$ cat config.mk
export PLATFORM = sky130hd
export DESIGN_NAME = bin_to_bcd
export DESIGN_NICKNAME = d
export VERILOG_FILES = /design/src/rtl/bin_to_bcd_pkg.sv /design/src/rtl/bin_to_bcd_digit_adj.sv /design/src/rtl/bin_to_bcd.sv
export SDC_FILE = /design/constraint.sdc
export NUM_CORES = 1
export LEC_CHECK = 0
export CELL_PAD_IN_SITES_DETAIL_PLACEMENT = 0
export CELL_PAD_IN_SITES_GLOBAL_PLACEMENT = 1
export CORE_MARGIN = 3
export CORE_UTILIZATION = 39
export CTS_BUF_LIST = sky130_fd_sc_hd__clkbuf_2 sky130_fd_sc_hd__clkbuf_4 sky130_fd_sc_hd__clkbuf_8
export DETAILED_ROUTE_END_ITERATION = 16
export PLACE_DENSITY = 0.71
export SYNTH_ARGS = -nofsm -noshare
export SYNTH_HDL_FRONTEND = slang
export SYNTH_SLANG_ARGS = --single-unit
export TNS_END_PERCENT = 50
$ cat constraint.sdc
create_clock -name clk -period 5.6 [get_ports clk]
set_clock_uncertainty 0.2 [all_clocks]
set_input_delay 1.12 -clock clk [delete_from_list [all_inputs] [get_ports clk]]
set_output_delay 1.12 -clock clk [all_outputs]
set_load 0.02 [all_outputs]
$ cat src/rtl/bin_to_bcd_pkg.sv
// Shared types and constants for the sequential binary-to-BCD converter.
package bin_to_bcd_pkg;

  // Converter control states.
  typedef enum logic [1:0] {
    ST_IDLE  = 2'd0,
    ST_SHIFT = 2'd1,
    ST_DONE  = 2'd2
  } state_t;

  // Double-dabble digit correction: digits at or above 5 get 3 added
  // before the shift so that the doubling carries correctly into the next digit.
  localparam logic [3:0] BCD_ADJ_THRESH = 4'd5;
  localparam logic [3:0] BCD_ADJ_ADD    = 4'd3;

  // The counter has to hold the value bin_w itself, not just bin_w-1.
  function automatic int cnt_width(input int bin_w);
    return $clog2(bin_w + 1);
  endfunction

endpackage

$ cat src/rtl/bin_to_bcd_digit_adj.sv
// One BCD digit correction cell. It adds 3 when the digit is 5 or more.
// Inputs never exceed 9, so the 4-bit sum cannot wrap.
module bcd_digit_adj
  import bin_to_bcd_pkg::*;
(
  input  logic [3:0] digit_in,
  output logic [3:0] digit_out
);

  // Conditional add-3 applied ahead of each doubling step.
  always_comb begin
    digit_out = digit_in;
    if (digit_in >= BCD_ADJ_THRESH) begin
      digit_out = digit_in + BCD_ADJ_ADD;
    end
  end

endmodule

$ cat src/rtl/bin_to_bcd.sv
// Multicycle binary-to-BCD converter (shift-and-add-3, one bit per clock).
//
// Handshake: start is looked at only while the converter is idle. A start
// seen in any other state is dropped; nothing is queued. done is a
// one-cycle pulse, and bcd_out holds the result from that cycle until the
// next done or reset. busy covers the active conversion and the done cycle.
module bin_to_bcd
  import bin_to_bcd_pkg::*;
#(
  parameter int BIN_W  = 16,
  parameter int DIGITS = 5
) (
  input  logic                  clk,
  input  logic                  reset,
  input  logic                  start,
  input  logic [BIN_W-1:0]      bin_in,
  output logic [4*DIGITS-1:0]   bcd_out,
  output logic                  busy,
  output logic                  done
);

  localparam int SW = 4 * DIGITS;
  localparam int CW = cnt_width(BIN_W);
  localparam logic [CW-1:0] LAST = CW'(BIN_W);

  state_t            state;
  state_t            state_next;
  logic [CW-1:0]     cnt;
  logic [BIN_W-1:0]  shreg;
  logic [SW-1:0]     scratch;
  logic [SW-1:0]     adj;
  logic              finishing;

  // Every scratch digit goes through its own correction cell.
  for (genvar g = 0; g < DIGITS; g++) begin : g_adj
    bcd_digit_adj u_adj (
      .digit_in  (scratch[4*g +: 4]),
      .digit_out (adj[4*g +: 4])
    );
  end

  // After all BIN_W shifts the converter spends one more SHIFT cycle.
  // In that cycle it publishes the scratch value and does not shift.
  assign finishing = (state == ST_SHIFT) && (cnt == LAST);

  // State register.
  always_ff @(posedge clk or posedge reset) begin
    if (reset) begin
      state <= ST_IDLE;
    end else begin
      state <= state_next;
    end
  end

  // Next-state logic.
  always_comb begin
    state_next = state;
    case (state)
      ST_IDLE:  if (start) state_next = ST_SHIFT;
      ST_SHIFT: if (cnt == LAST) state_next = ST_DONE;
      ST_DONE:  state_next = ST_IDLE;
      default:  state_next = ST_IDLE;
    endcase
  end

  // Datapath: capture on an accepted start, then adjust-and-shift once per cycle.
  always_ff @(posedge clk or posedge reset) begin
    if (reset) begin
      shreg   <= '0;
      scratch <= '0;
      cnt     <= '0;
    end else begin
      case (state)
        ST_IDLE: begin
          if (start) begin
            shreg   <= bin_in;
            scratch <= '0;
            cnt     <= '0;
          end
        end
        ST_SHIFT: begin
          if (cnt != LAST) begin
            scratch <= (adj << 1) | SW'(shreg[BIN_W-1]);
            shreg   <= shreg << 1;
            cnt     <= cnt + 1'b1;
          end
        end
        default: begin
        end
      endcase
    end
  end

  // Registered outputs. bcd_out changes only when the result is published.
  always_ff @(posedge clk or posedge reset) begin
    if (reset) begin
      bcd_out <= '0;
      busy    <= 1'b0;
      done    <= 1'b0;
    end else begin
      done <= finishing;
      busy <= (state != ST_IDLE) && (state_next != ST_IDLE);
      if (finishing) begin
        bcd_out <= scratch;
      end
    end
  end

endmodule

==> flow_summary.json, run 1 <==
{
  "dp_cells": 439,
  "clk_pin_slew_ns": 0.08,
  "switchingPower_w": 0.000887,
  "core_area_um2": 7490,
  "ctsHoldBuffers": 0,
  "wl_um": 6170,
  "tightest_slew_ns": 1.00,
  "io_buffers": 40,
  "seqPwrFrac": 0.364,
  "grt_max_degree": 45,
  "diodes": 0,
  "yosysWarnings": 0,
  "end_kind": "flip-flop",
  "pwr-share-comb": 0.436,
  "die_h_um": 95.1,
  "yosysTopAreaCell": "dfrtp_1",
  "clk_latency_ns": 0.34,
  "clockBufferDepth": 2,
  "setup_viol": 0,
  "hp-start": "bcd_out[19]",
  "worstReg2RegStart": "state[1]",
  "max_freq_ghz": 0.317,
  "avgViaCountPerCell": 4.87,
  "yosysMostFrequentCell": "nand2_1",
  "met2_usage": 0.237,
  "required_ns": 5.63,
  "finalHoldViolCount": 0,
  "fin_cells": 455,
  "initial_core_util": 0.413,
  "met1_usage": 0.215,
  "grt_overflow": 0,
  "avgSynthCellArea_um2": 9.82,
  "gp_congestion": 0.745,
  "power.share.switching": 0.391,
  "synth_edf_count": 0,
  "dr.pass1.iters": 4,
  "rsz0062_at_grt": "no",
  "hold_class": "flip-flop to flip-flop",
  "p_clk_frac": 0.200,
  "synth_area_um2": 3090,
  "synth-seq-cells": 65,
  "cts_tree": "built",
  "intPower_w": 0.00138,
  "globalRouteMet3Util": 0.0529,
  "cts_buffers": 9,
  "path_class": "input port to flip-flop",
  "period_needed_ns": 3.15,
  "arrival_ns": 3.18,
  "vias": 2218,
  "reg2reg_depth": 6,
  "p_leak_nw": 1.67,
  "postCtsSetupRepairBufs": 0,
  "dp.final_hpwl_um": 4050,
  "nFillCells": 710,
  "cts_sinks": 65,
  "remaining_drc_errors": 0,
  "area_growth_pct": 21.3,
  "postSynthCellCount": 315,
  "syn_nets": 346,
  "io_pins": 41,
  "power.density_nw_per_um2": 604,
  "synth-main-ff-cell": "dfrtp_1",
  "cts.htree.levels": 3,
  "synth_commonest_cells": "78 x nand2_1, 65 x dfrtp_1, 28 x o21ai_0, 18 x nor2_1, 16 x inv_1",
  "drtIter0Drc": 92,
  "max_cap_violations": 0,
  "start_kind": "input port",
  "synthArstFlopShare": 1.00,
  "status": "complete, no violations",
  "ant_nets": 0,
  "crit_fanout": 37,
  "grt_pass1_vias": 2240,
  "synth.area.top_cells": "dfrtp_1 53%, nand2_1 9.5%, ha_1 4.9%, o21ai_0 4.5%, a31oi_2 3.2%",
  "busiest_layer": "met2",
  "peakVddDrop_v": 0.000314,
  "dieArea_um2": 9040,
  "hold_depth": 2,
  "slew_violations": 0,
  "ys_types": 32,
  "cts_resized": 0,
  "setup_tns_ns": 0,
  "routedWlPerCell_um": 13.6,
  "grt_pass1_wl_um": 10900,
  "ys_seq_area_frac": 0.526,
  "antenna_found_initial": 0,
  "grt.total_usage": 0.157,
  "layout.nets": 382,
  "relSlewSlack": 0.333,
  "synth_top_area_share": 0.526,
  "ff2ff_setup_slack_ns": 2.51,
  "die_width_um": 95.1,
  "holdPathEnd": "bcd_out[19]",
  "r2r-end": "bcd_out[7]",
  "rows": 31,
  "period_share": 0.563,
  "cts-root-buf": "clkbuf_8",
  "drive_gt1_frac": 0.101
}
## cell usage in the layout, fill, tap and decap left out, types with 2 or more instances in the layout
| master | n |
|---|---|
| ha_1 | 12 |
| a31oi_1 | 7 |
| dfrtp_1 | 65 |
| a32o_1 | 5 |
| clkbuf_8 | 10 |
| buf_4 | 2 |
| a31oi_2 | 8 |
| nand2_1 | 78 |
| nand2b_1 | 6 |
| inv_1 | 15 |
| nand4_1 | 2 |
| nor2_1 | 18 |
| mux2_2 | 5 |
| clkinvlp_4 | 3 |
| o21ai_0 | 28 |
| xnor2_1 | 5 |
| nand3_1 | 13 |
| bufinv_16 | 2 |
| a21oi_1 | 7 |
| xor2_1 | 4 |
| clkdlybuf4s50_1 | 40 |
| o31ai_1 | 8 |
| nor3b_1 | 3 |
## per-stage QoR
step           total power [W]  setup WS [ns]  area, µm²   util  hold WS [ns]
2_1_floorplan          0.00158           2.65       3090      -         0.249
3_3_place_gp           0.00181           2.12       3520  0.471         0.260
3_5_place_dp           0.00183           2.07       3520  0.471         0.263
4_1_cts                0.00230           2.45       3750  0.501         0.282
5_1_grt                0.00247           2.22       3750  0.501         0.296
6_report               0.00227           2.45       3750  0.501         0.274
## sequential cells by signal, indices dropped and copies added (netlist names)
register and cells:
scratch 20, cnt 5, state 2, bcd_out 20, busy 1, done 1, shreg 16
## power groups by stage
| stage | Sequential [W] | Combinational (W) | Clock [W] |
|---|---|---|---|
| floorplan | 0.000872 | 0.000712 | 0 |
| global route | 0.000856 | 0.00112 | 0.000493 |
| finish | 0.000824 | 0.000989 | 0.000453 |
| CTS | 0.000825 | 0.00100 | 0.000468 |
| detailed placement | 0.000832 | 0.00100 | 0 |
| global placement | 0.000829 | 0.000983 | 0 |
## worst max path at each step
stage	startpoint	to	slack, ns	cells after the start
global placement	start	scratch[11]	2.12	5
global route	state[1]	bcd_out[10]	2.22	6
finish	start	scratch[11]	2.45	5
floorplan	reset	bcd_out[0]	2.65	1
detailed placement	start	scratch[11]	2.07	5
CTS	start	scratch[11]	2.45	5
## cell type report
| class | instances | area [µm²] | area share |
|---|---|---|---|
| sequential | 65 | 1630 | 0.434 |
| tap | 99 | 124 | 0.0330 |
| clock inverter | 6 | 91.3 | 0.0243 |
| inverter | 16 | 60.1 | 0.0160 |
| clock buffer | 10 | 138 | 0.0367 |
| timing repair buffer | 42 | 415 | 0.111 |
| multi-input combinational | 217 | 1300 | 0.346 |
## logic make-up after synthesis
logic type / after synthesis / share of synthesized area
muxes: 6 / 0.0214
adders and majority gates: 12 / 0.0485
buffers and inverters: 33 / 0.0550
xor gates and xnor gates: 9 / 0.0255
DFF: 65 / 0.526
and+or+nand+nor: 125 / 0.177
AOI/OAI and AO/OA: 65 / 0.147
## critical path, cell delays in order
cell	delay (ns)
clkdlybuf4s50_1	0.47
or3b_1	0.65
o21ai_4	0.47
o31ai_1	0.18
a32o_1	0.25
## metal layers
layer  vias up  routed length, µm
met4         0                 70
met5         -                  0
li1       1141                  -
met2        28               2730
met1      1043               3170
met3         6                196
No activity file was read; power rests on OpenSTA's default activity.
==> run 2, diff against run 1 <==
==> constraint.sdc (replaced) <==
create_clock -name clk -period 3.2 [get_ports clk]
set_clock_uncertainty 0.2 [all_clocks]
set_input_delay 0.64 -clock clk [delete_from_list [all_inputs] [get_ports clk]]
set_output_delay 0.64 -clock clk [all_outputs]
set_load 0.02 [all_outputs]
==> run 2 against run 1 <==
Compared with the run above:
- first-iteration DRC count down 26%
- critical path depth up 1
- sequential cell count unchanged
- final area up 0.33%
- routed wire length up 1.8%
- sequential share of layout area down 0.14 points
- largest cell class unchanged
- clock-buffer cell count up 2
- combinational power up 79%
- non-clock buffer count up 4
- global-route usage up 0.15 points
==> flow_summary.json, run 2 (synthesis gave the netlist of run 1 again) <==
{
  "io_buffers": 40,
  "dpl_worst_slack_ns": 0.549,
  "grt_pass1_wl_um": 10900,
  "antenna_found_initial": 0,
  "clk_pin_slew_ns": 0.07,
  "wl_um": 6280,
  "seqPwrFrac": 0.368,
  "r2r-end": "scratch[11]",
  "grt_max_degree": 66,
  "setup_viol": 0,
  "grt_overflow": 0,
  "clockBufferDepth": 2,
  "start_kind": "flip-flop",
  "period_share": 0.757,
  "crit_fanout": 37,
  "vias": 2250,
  "seqCellArea_um2": 1630,
  "drive_gt1_frac": 0.109,
  "path_class": "flip-flop to flip-flop",
  "die_width_um": 95.1,
  "core_area_um2": 7490,
  "dieArea_um2": 9040,
  "holdPathEnd": "bcd_out[7]",
  "layout.nets": 386,
  "dp.final_hpwl_um": 4230,
  "pwr-share-comb": 0.451,
  "hold_class": "flip-flop to flip-flop",
  "final_cell_mix": "78 x nand2_1, 65 x dfrtp_1, 40 x clkdlybuf4s50_1",
  "cts_tree": "built",
  "power.share.switching": 0.390,
  "clk_latency_ns": 0.34,
  "rsz0062_at_grt": "no",
  "nFillCells": 726,
  "grt.total_usage": 0.159,
  "cts_buffers": 9,
  "cts-root-buf": "clkbuf_8",
  "setup_tns_ns": 0,
  "p_leak_nw": 1.70,
  "layout_commonest_cell": "nand2_1",
  "gp_congestion": 0.730,
  "ant_nets": 0,
  "setup_slack_ns": 0.777,
  "relSlewSlack": 0.377,
  "period_needed_ns": 2.42,
  "reg_top3": "bcd_out x20, scratch x20, shreg x16",
  "ff2ff_setup_slack_ns": 0.78,
  "intPower_w": 0.00239,
  "dr.pass1.iters": 4,
  "grt_pass1_vias": 2193,
  "cts_sinks": 65,
  "drtIter0Drc": 68,
  "status": "complete, no violations",
  "area_growth_pct": 21.7,
  "ctsHoldBuffers": 0,
  "io_pins": 41,
  "fin_util": 0.503,
  "cts.htree.levels": 3,
  "max_freq_ghz": 0.413,
  "hold_depth": 2,
  "arrival_ns": 2.44,
  "initial_core_util": 0.413,
  "avgViaCountPerCell": 4.91,
  "switchingPower_w": 0.00153,
  "slew_violations": 0,
  "p_clk_frac": 0.181,
  "routedWlPerCell_um": 13.7,
  "postCtsSetupRepairBufs": 0,
  "finalHoldViolCount": 0,
  "multiInputGateArea_um2": 1300,
  "end_kind": "flip-flop",
  "required_ns": 3.22,
  "max_cap_violations": 0,
  "diodes": 0,
  "power.density_nw_per_um2": 1040,
  "rows": 31,
  "worstReg2RegStart": "cnt[0]",
  "die_h_um": 95.1,
  "reg2reg_depth": 6,
  "hp-start": "bcd_out[7]",
  "tightest_slew_ns": 0.930,
  "peakVddDrop_v": 0.000352,
  "remaining_drc_errors": 0,
  "cts_resized": 0
}
[run 2: how the worst max path moves through the flow]
stage,start,to,slack (ns),cells past startpoint
2_1_floorplan,reset,bcd_out[0],0.73,1
3_3_place_gp,start,scratch[7],0.58,5
3_5_place_dp,start,scratch[15],0.55,5
4_1_cts,cnt[0],scratch[11],0.77,6
5_1_grt,cnt[0],scratch[11],0.58,6
6_report,cnt[0],scratch[11],0.78,6
[run 2: cell type report]
| type | count | share of cell area |
|---|---|---|
| timing repair buffer | 46 | 0.122 |
| inverter | 16 | 0.0160 |
| multi-input combinational | 217 | 0.344 |
| sequential | 65 | 0.432 |
| tap | 99 | 0.0329 |
| clock inverter | 3 | 0.0106 |
| clock buffer | 12 | 0.0422 |
[run 2: power by group through the flow]
stage	registers (W)	logic [W]	clock network, W
after floorplan	0.00153	0.00125	0
after global placement	0.00145	0.00175	0
after detailed placement	0.00146	0.00179	0
after CTS	0.00145	0.00180	0.000728
after global routing	0.00150	0.00202	0.000768
final	0.00144	0.00177	0.000709
[run 2: worst max-delay path: stages (launching register included)]
cell	delay (ns)
dfrtp_1	0.40
inv_1	0.09
ha_1	0.21
and4bb_2	0.26
o21ai_4	0.73
o31ai_1	0.17
a32o_1	0.25
[run 2: routing by layer]
metal / GRT usage / routed length (µm) / vias to the layer above / share of wire
li1: - / - / 1139 / -
met1: 0.229 / 3180 / 1074 / 0.51
met2: 0.228 / 2820 / 29 / 0.45
met3: 0.0355 / 172 / 8 / 0.027
met4: 0.0685 / 110 / 0 / 0.018
met5: 0 / 0 / - / 0
[run 2: per-stage QoR]
stage / power [W] / hold slack, ns / area, µm² / instances
floorplan: 0.00277 / 0.249 / 3090 / 315
global placement: 0.00320 / 0.259 / 3560 / 443
detailed placement: 0.00325 / 0.264 / 3560 / 443
CTS: 0.00397 / 0.281 / 3760 / 458
global route: 0.00429 / 0.296 / 3760 / 458
finish: 0.00392 / 0.273 / 3760 / 458
